==> config.mk <==
export PLATFORM = sky130hd
export DESIGN_NAME = addsub_serial
export DESIGN_NICKNAME = d
export VERILOG_FILES = /design/src/rtl/addsub_pkg.sv /design/src/rtl/addsub_digit.sv /design/src/rtl/addsub_serial.sv
export SDC_FILE = /design/constraint.sdc
export NUM_CORES = 1
export LEC_CHECK = 0
export ABC_CLOCK_PERIOD_IN_PS = 3720
export CAP_MARGIN = 20
export CORE_MARGIN = 3
export CORE_UTILIZATION = 57
export CTS_BUF_LIST = sky130_fd_sc_hd__clkbuf_4
export CTS_CLUSTER_SIZE = 40
export DETAILED_ROUTE_END_ITERATION = 8
export PLACE_DENSITY = 0.86
export REMOVE_ABC_BUFFERS = 1
export SYNTH_ARGS = -nofsm -noshare
export SYNTH_HDL_FRONTEND = slang
export SYNTH_SLANG_ARGS = --single-unit
==> constraint.sdc <==
create_clock -name clk -period 3.72 [get_ports clk]
set_input_delay 0.372 -clock clk [delete_from_list [all_inputs] [get_ports clk]]
set_output_delay 0.372 -clock clk [all_outputs]
set_load 0.03 [all_outputs]
==> src/rtl/addsub_pkg.sv <==
`default_nettype none
// ============================================================================
//  Module   : addsub_pkg
//  Purpose  : Shared types and constants for the digit-serial adder/subtractor.
//             Holds the control FSM state encoding, the mode encodings and a
//             helper that sizes the digit counter.
//  Contents : state_t    - IDLE / RUN / DONE
//             MODE_ADD   - mode value selecting a + b
//             MODE_SUB   - mode value selecting a - b
//             cnt_width  - counter width for N digit steps (never below 1)
//  Revision : 1.0 - initial release
// ============================================================================
package addsub_pkg;

    typedef enum logic [1:0] {
        IDLE = 2'd0,
        RUN  = 2'd1,
        DONE = 2'd2
    } state_t;

    localparam logic MODE_ADD = 1'b0;
    localparam logic MODE_SUB = 1'b1;

    // A single-step operation still needs a 1-bit counter to keep the
    // comparison against N-1 well formed.
    function automatic int cnt_width(input int n);
        return (n > 1) ? $clog2(n) : 1;
    endfunction

endpackage
`default_nettype wire

==> src/rtl/addsub_digit.sv <==
`default_nettype none
// ============================================================================
//  Module   : addsub_digit
//  Purpose  : Combinational DIGIT-bit ripple slice computing
//             a + (b XOR {mode}) + cin. Subtraction is obtained by inverting
//             b and feeding cin = 1 on the first slice.
//  Ports    : a, b        in  [DIGIT-1:0] operand slices
//             mode        in  0 = add, 1 = subtract (inverts b)
//             cin         in  carry into the slice LSB
//             s           out [DIGIT-1:0] slice sum
//             cout        out carry out of the slice MSB
//             c_into_msb  out carry into the slice MSB (for signed overflow)
//  Revision : 1.0 - initial release
// ============================================================================
module addsub_digit #(
    parameter int DIGIT = 1
) (
    input  logic [DIGIT-1:0] a,
    input  logic [DIGIT-1:0] b,
    input  logic             mode,
    input  logic             cin,
    output logic [DIGIT-1:0] s,
    output logic             cout,
    output logic             c_into_msb
);

    logic [DIGIT:0]   c;
    logic [DIGIT-1:0] b_eff;

    assign c[0]  = cin;
    assign b_eff = b ^ {DIGIT{mode}};

    generate
        for (genvar i = 0; i < DIGIT; i++) begin : g_bit
            assign s[i]   = a[i] ^ b_eff[i] ^ c[i];
            assign c[i+1] = (a[i] & b_eff[i]) | (c[i] & (a[i] ^ b_eff[i]));
        end
    endgenerate

    assign cout       = c[DIGIT];
    assign c_into_msb = c[DIGIT-1];

endmodule
`default_nettype wire

==> src/rtl/addsub_serial.sv <==
`default_nettype none
// ============================================================================
//  Module   : addsub_serial
//  Purpose  : Digit-serial adder/subtractor with valid/ready handshakes.
//             Operands are captured in IDLE, processed DIGIT bits per cycle
//             LSB-first over N = WIDTH/DIGIT RUN cycles, then presented in
//             DONE until the consumer accepts them.
//  Config   : define ADDSUB_SERIAL_SAT_EN to clamp the result to the signed
//             range on overflow; without it the result wraps mod 2^WIDTH.
//  Ports    : clk        in  clock, rising edge
//             rst_n      in  asynchronous active-low reset
//             in_valid   in  operands and mode present
//             in_ready   out block can accept operands (IDLE)
//             a, b       in  [WIDTH-1:0] operands (a - b for subtract)
//             mode       in  0 = add, 1 = subtract
//             out_valid  out result/carry/overflow valid (DONE)
//             out_ready  in  consumer accepts the result
//             result     out [WIDTH-1:0] sum or difference
//             carry      out add: carry-out; subtract: borrow (a < b)
//             overflow   out signed two's-complement overflow
//  Revision : 1.0 - initial release
// ============================================================================
module addsub_serial
    import addsub_pkg::*;
#(
    parameter int WIDTH = 8,
    parameter int DIGIT = 1
) (
    input  logic             clk,
    input  logic             rst_n,
    input  logic             in_valid,
    output logic             in_ready,
    input  logic [WIDTH-1:0] a,
    input  logic [WIDTH-1:0] b,
    input  logic             mode,
    output logic             out_valid,
    input  logic             out_ready,
    output logic [WIDTH-1:0] result,
    output logic             carry,
    output logic             overflow
);

    localparam int N     = WIDTH / DIGIT;
    localparam int CNT_W = cnt_width(N);

    generate
        if (WIDTH < 2 || WIDTH > 64 || DIGIT < 1 || DIGIT > WIDTH ||
            (WIDTH % DIGIT) != 0) begin : g_bad_param
            $error("addsub_serial: illegal WIDTH/DIGIT combination");
        end
    endgenerate

    state_t           state;
    state_t           state_next;

    logic [WIDTH-1:0] a_sr;
    logic [WIDTH-1:0] b_sr;
    logic             mode_r;
    logic             cin_r;
    logic [CNT_W-1:0] cnt;

    logic [DIGIT-1:0] d_s;
    logic             d_cout;
    logic             d_cmsb;

    logic             accept;
    logic             last_step;
    logic [WIDTH-1:0] result_raw;
    logic [WIDTH-1:0] result_final;
    logic             carry_final;
    logic             ovf_final;

    // ------------------------------------------------------------------
    // Control FSM
    // ------------------------------------------------------------------
    always_ff @(posedge clk or negedge rst_n) begin
        if (!rst_n) begin
            state <= IDLE;
        end else begin
            state <= state_next;
        end
    end

    always_comb begin
        state_next = state;
        in_ready   = 1'b0;
        out_valid  = 1'b0;
        case (state)
            IDLE: begin
                in_ready = 1'b1;
                if (in_valid) begin
                    state_next = RUN;
                end
            end
            RUN: begin
                if (last_step) begin
                    state_next = DONE;
                end
            end
            DONE: begin
                out_valid = 1'b1;
                if (out_ready) begin
                    state_next = IDLE;
                end
            end
            default: begin
                state_next = IDLE;
            end
        endcase
    end

    assign accept    = in_valid && in_ready;
    assign last_step = (cnt == CNT_W'(N - 1));

    // ------------------------------------------------------------------
    // Digit slice: always works on the low DIGIT bits of the shifting
    // operand registers.
    // ------------------------------------------------------------------
    addsub_digit #(
        .DIGIT (DIGIT)
    ) u_digit (
        .a          (a_sr[DIGIT-1:0]),
        .b          (b_sr[DIGIT-1:0]),
        .mode       (mode_r),
        .cin        (cin_r),
        .s          (d_s),
        .cout       (d_cout),
        .c_into_msb (d_cmsb)
    );

    // ------------------------------------------------------------------
    // Partial-sum accumulation. New slices enter at the top and move down,
    // so after N steps the first slice sits at the LSB. Only the upper
    // WIDTH-DIGIT bits need storage; the newest slice comes straight from
    // the digit adder.
    // ------------------------------------------------------------------
    generate
        if (DIGIT == WIDTH) begin : g_single
            assign result_raw = d_s;
        end else begin : g_multi
            logic [WIDTH-DIGIT-1:0] part;

            assign result_raw = {d_s, part};

            always_ff @(posedge clk or negedge rst_n) begin
                if (!rst_n) begin
                    part <= '0;
                end else if (state == RUN) begin
                    part <= result_raw[WIDTH-1:DIGIT];
                end
            end
        end
    endgenerate

    // Borrow is the inverse of the carry out of a + ~b + 1.
    assign carry_final = (mode_r == MODE_SUB) ? ~d_cout : d_cout;
    assign ovf_final   = d_cmsb ^ d_cout;

`ifdef ADDSUB_SERIAL_SAT_EN
    // Overflow only happens when both effective operands share a sign, so
    // the sign of a is the sign of the true (unbounded) result.
    logic a_msb;

    always_ff @(posedge clk or negedge rst_n) begin
        if (!rst_n) begin
            a_msb <= 1'b0;
        end else if (accept) begin
            a_msb <= a[WIDTH-1];
        end
    end

    assign result_final = !ovf_final ? result_raw :
                          a_msb      ? {1'b1, {(WIDTH-1){1'b0}}} :
                                       {1'b0, {(WIDTH-1){1'b1}}};
`else
    assign result_final = result_raw;
`endif

    // ------------------------------------------------------------------
    // Datapath registers
    // ------------------------------------------------------------------
    always_ff @(posedge clk or negedge rst_n) begin
        if (!rst_n) begin
            a_sr     <= '0;
            b_sr     <= '0;
            mode_r   <= MODE_ADD;
            cin_r    <= 1'b0;
            cnt      <= '0;
            result   <= '0;
            carry    <= 1'b0;
            overflow <= 1'b0;
        end else begin
            if (accept) begin
                a_sr   <= a;
                b_sr   <= b;
                mode_r <= mode;
                cin_r  <= mode;
                cnt    <= '0;
            end else if (state == RUN) begin
                a_sr  <= a_sr >> DIGIT;
                b_sr  <= b_sr >> DIGIT;
                cin_r <= d_cout;
                cnt   <= cnt + CNT_W'(1);
                if (last_step) begin
                    result   <= result_final;
                    carry    <= carry_final;
                    overflow <= ovf_final;
                end
            end
        end
    end

endmodule
`default_nettype wire

* After elaboration in Yosys (flattened, before gate mapping)
Cells that the tools add are included.
** Cells by class
- Add/subtract/negate cells :: 1
- Eq/ne operators :: 6
- Mux-type cells :: 15
- Bitwise logic cells :: 9
- Reductions and logical operators :: 5
** Operators with widths (number)
- 8-bit 2-to-1 mux :: 4
- 2-bit 2-to-1 mux :: 3
- 3-bit 2-to-1 mux :: 2
- 2-bit != test (second input constant) :: 3
- 2-bit case mux with 3 select lines :: 1
- 3-bit AND reduction :: 2
- 1-bit 2-to-1 mux :: 5
- 1-bit XOR :: 4
- 3-bit by 1-bit adder with 3-bit output (second input constant) :: 1
- 3-bit equality test (second input constant) :: 1
- 1-bit AND :: 2
- 2-bit by 1-bit equality test with 1-bit output (second input constant) :: 1
- 2-bit equality test (second input constant) :: 1
- 2-bit zero test :: 1
- 1-bit inverter :: 2
- 2-bit nonzero test :: 1
- 1-bit logical AND :: 1
- 1-bit bitwise OR :: 1
** Word-level totals
- Bits in registers :: 40
- Input port bits :: 21
- Output and inout bits :: 12
- Word-level logic and storage cells :: 46

* Logic depth before layout (Yosys ltp)
- Depth in word-level cells :: 6
- Mapped depth :: 6
- Depth with buffers taken out :: 5

* Cells and area by module
From an unflattened synthesis, not the netlist that was laid out.
** Unflattened totals
- Cells, all modules :: 156
- Area total of the unflattened synthesis :: 1790.5 um2
** Modules (own cells, without submodules)
- addsub_serial :: times used 1, cells each 149, area each 1739.2 um2, seq. area each 1001.0 um2
- addsub_digit :: times used 1, cells each 7, area each 51.3 um2, seq. area each 0.0 um2

* Worst setup path before layout
No wires, ideal clock.
- Path kind :: register to output
- Start point :: register state[1]
- End point :: output out_valid
- Arrival :: 1.089 ns
- Required time :: 3.348 ns
- Path slack :: 2.259 ns
- Stages on the path, launching flop included :: 5
- Buffers on the path :: 2
- Path through :: dfrtp_1 -> buf_6 -> inv_2 -> buf_2 -> nor2_1
** Between the ends
- Longest elaborated chain between the ends :: 2
** Ends and longest elaborated chain
- from (decl) :: RTL line addsub_serial.sv:53 : state_t state;
- from (signal assigned) :: RTL line addsub_serial.sv:80 : state <= state_next;
- 2-bit equality test :: RTL line addsub_serial.sv:88 : case (state)
- 1-bit 2-to-1 mux :: RTL line addsub_serial.sv:88
- to (decl) :: RTL line addsub_serial.sv:36 : output logic out_valid,
No other way between the ends.

* Final worst setup path
Ends and elaborated chain as after synthesis.

==> results.tsv <==
metric	value	unit
post_synthesis_cell_type_with_the_largest_combined_area	sky130_fd_sc_hd__dfrtp_1	
clock_skew	5.020	ps
gp_routability_congestion	0.7816	
synth-seq-cells	40	
crit-reg2reg-capture	b_sr[4]	
synthesis.yosys.warnings	0	
max_slew.worst_pin.slew	863.9	ps
classification_of_the_worst_setup_path	flip-flop to primary output	
layout_cell_share_with_drive_strength_beyond_1	0.1135	
number_of_setup_violations_in_the_final_report	0	
grt_max_degree	41	
slowest_stage	sky130_fd_sc_hd__clkdlybuf4s50_1	
groute.usage.overall	0.2166	
place.port_buffers	32	
syn-instance-count	156	
drtPass1Iterations	4	
max_slew_margin	0.4240	
synth_seq_area_share	0.5646	
synth.top_cells.by_area	sky130_fd_sc_hd__dfrtp_1 56%, sky130_fd_sc_hd__o22ai_1 7.8%, sky130_fd_sc_hd__nand2_1 5.3%	
cts_tree	done	
clockBufferDepth	2	
vdd_drop_max	0.4600	mV
starting_density_of_the_core	0.6215	
h-tree-depth	2	
maxCapViolCount	0	
critPathLaunch	state[1]	
instances_no_fill	216	
data_required_critical_path	3350	ps
cp-start-kind	flip-flop	
first_global_vias	1319	
synth_largest_type_area_fraction	0.5646	
clock_insertion_delay_worst_skew	330	ps
grt_busiest_layer	met2	
timing.hold.worst.class	input pin to asynchronous set/reset pin	
element_type_at_the_critical_path_end	primary output	
power-per-cell-area	878.6	nW/um2
route.detailed.drc	0	
timing_hold_violations_final	0	
floorplan.io_pins	33	
vias	1317	
avgViaCountPerCell	6.097	
crit_path_cell_trace	inv_2 -> nor2_1 -> clkdlybuf4s50_1	
commonest_non_fill_non_tap_cells_in_the_layout	40 x sky130_fd_sc_hd__dfrtp_1, 31 x sky130_fd_sc_hd__clkdlybuf4s50_1, 25 x sky130_fd_sc_hd__nand2_1	
groute.layer.met2.usage	0.3543	
placed_insts	208	
n_fill_cell	216	
sequential_cell_area	1001	um2
power.static_leakage	0.9566	nW
ctsRootBufferMaster	sky130_fd_sc_hd__clkbuf_4	
grt_setup_unrepaired	false	
cts.repair.resized	0	
timing.setup.tns	0	ps
outcome	finished clean	
tritoncts_num_sinks	40	
grt_first_pass_wirelength	5982	um
cts_post_setup_buffers_inserted	0	
met3_usage	0.05992	
timing.fmax	0.4229	GHz
netlist-cell-type-count	30	
antenna-diode-count	0	
timing.critical_path.arrival	1990	ps
period_minus_slack	2364	ps
chipHeight	61.77	um
synth_area	1773	um2
layout_worst_path_cycle_share	0.6356	
critPathMaxFanout	17	
tritoncts.num_buffers	5	
post_synth.cell_area_avg	11.37	um2
postRouteAntennaNets	0	
ff2ff_setup_slack	2120	ps
critical_path.max_stage_delay	690	ps
grt_antenna_before_repair	0	
routed_wire_length_per_instance	16.60	um
cts.hold.buffers_added	0	
design.core.area	2853	um2
die_x	61.77	um
hpwlAfterDp	2563	um
cts.reportedPaths.clkPinSlew	110	ps
report.final.slew_viol_count	0	
area_delta_synth_final	18.56	%
area_of_the_multi_input_gates	675.6	um2
routed_wirelength	3585	um
fp-row-count	19	
rr_worst_depth	3	
layout.nets	208	
die_area	3816	um2
reg2reg_from	state[1]	
detailedRoute.firstIterationViolations	51	
final_common_cell	sky130_fd_sc_hd__dfrtp_1	
grt.overflow.total	0	
grt_util_met1	0.2754	
## through the flow
step	total power, W	setup slack [ps]	utilization	area [um2]	hold slack (ps)
CTS	0.001863	1332	0.7368	2102	150.1
finish	0.001847	1356	0.7368	2102	142.1
global route	0.001989	1241	0.7368	2102	184.5
floorplan	0.001347	2245	-	1692	76.41
detailed placement	0.001646	1743	0.7171	2046	467.8
global placement	0.001576	1836	0.7171	2046	457.2
## synth_stat cells
library cell and number:
sky130_fd_sc_hd__fa_1 1, sky130_fd_sc_hd__o221ai_1 1, sky130_fd_sc_hd__xnor2_1 1, sky130_fd_sc_hd__dfrtp_1 40
sky130_fd_sc_hd__inv_2 1, sky130_fd_sc_hd__a32oi_1 1, sky130_fd_sc_hd__or2_2 1, sky130_fd_sc_hd__nand2b_1 4
sky130_fd_sc_hd__a32o_1 1, sky130_fd_sc_hd__inv_1 3, sky130_fd_sc_hd__o21ai_0 5, sky130_fd_sc_hd__xor2_1 2
sky130_fd_sc_hd__nand3_1 1, sky130_fd_sc_hd__o22ai_1 22, sky130_fd_sc_hd__buf_2 5, sky130_fd_sc_hd__nor2_2 1
sky130_fd_sc_hd__nor2b_1 1, sky130_fd_sc_hd__nand3b_4 1, sky130_fd_sc_hd__nand2_1 25, sky130_fd_sc_hd__ha_1 2
sky130_fd_sc_hd__mux2_4 3, sky130_fd_sc_hd__a2bb2oi_1 6, sky130_fd_sc_hd__nor2_4 1, sky130_fd_sc_hd__mux2_2 5
sky130_fd_sc_hd__a21oi_1 10, sky130_fd_sc_hd__a22o_1 2, sky130_fd_sc_hd__nor2_1 3, sky130_fd_sc_hd__buf_4 3
sky130_fd_sc_hd__o31ai_1 1, sky130_fd_sc_hd__buf_6 3
## worst max path at each step
stage                     cells after the start         to  slack (ps)
final                                         3  out_valid        1360
after global routing                          3  out_valid        1240
after CTS                                     3  out_valid        1330
after detailed placement                      3  out_valid        1740
after global placement                        3  out_valid        1840
after floorplan                               2  out_valid        2250
## power breakdown
| part | switching, W | internal (W) | total, W |
|---|---|---|---|
| Sequential | 0.000158 | 0.000637 | 0.000795 |
| Clock | 0.000128 | 0.0000874 | 0.000216 |
| Combinational | 0.000446 | 0.000390 | 0.000836 |
| Total | 0.000732 | 0.00111 | 0.00185 |
## layout make-up
class,count,share of cell area
clock inverter,1,0.001786
sequential,40,0.4762
multi-input combinational,101,0.3214
tap,31,0.01845
inverter,4,0.007143
clock buffer,7,0.02500
timing repair buffer,32,0.1500
## sequential cells by signal, indices dropped and copies added, names as in the netlist, 2 cells and up
signal,cells
cnt,3
result,8
a_sr,8
b_sr,8
state,2
g_multi.part,7
## layer usage
metal,wire [um],share of wire
met5,0,0
met4,34,0.0095
met3,242,0.068
met2,1908,0.53
met1,1400,0.39
## critical path, delay by kind of cell (launching register included)
kind                   cells  cell delay (ps)
AND/OR/NAND/NOR            1              160
flip-flops                 1              580
buffers and inverters      2              910
## kinds of logic (layout without fill, tap and decap cells)
group,count (synthesis),count (layout),synth area share
compound gates,49,49,0.1793
xor+xnor,3,3,0.01482
buf+inv,15,44,0.05433
mux,8,8,0.05716
flops,40,40,0.5646
fa+ha+maj,3,3,0.02540
simple gates,38,38,0.1044
Note: power is estimated with default switching activity, not from simulation.
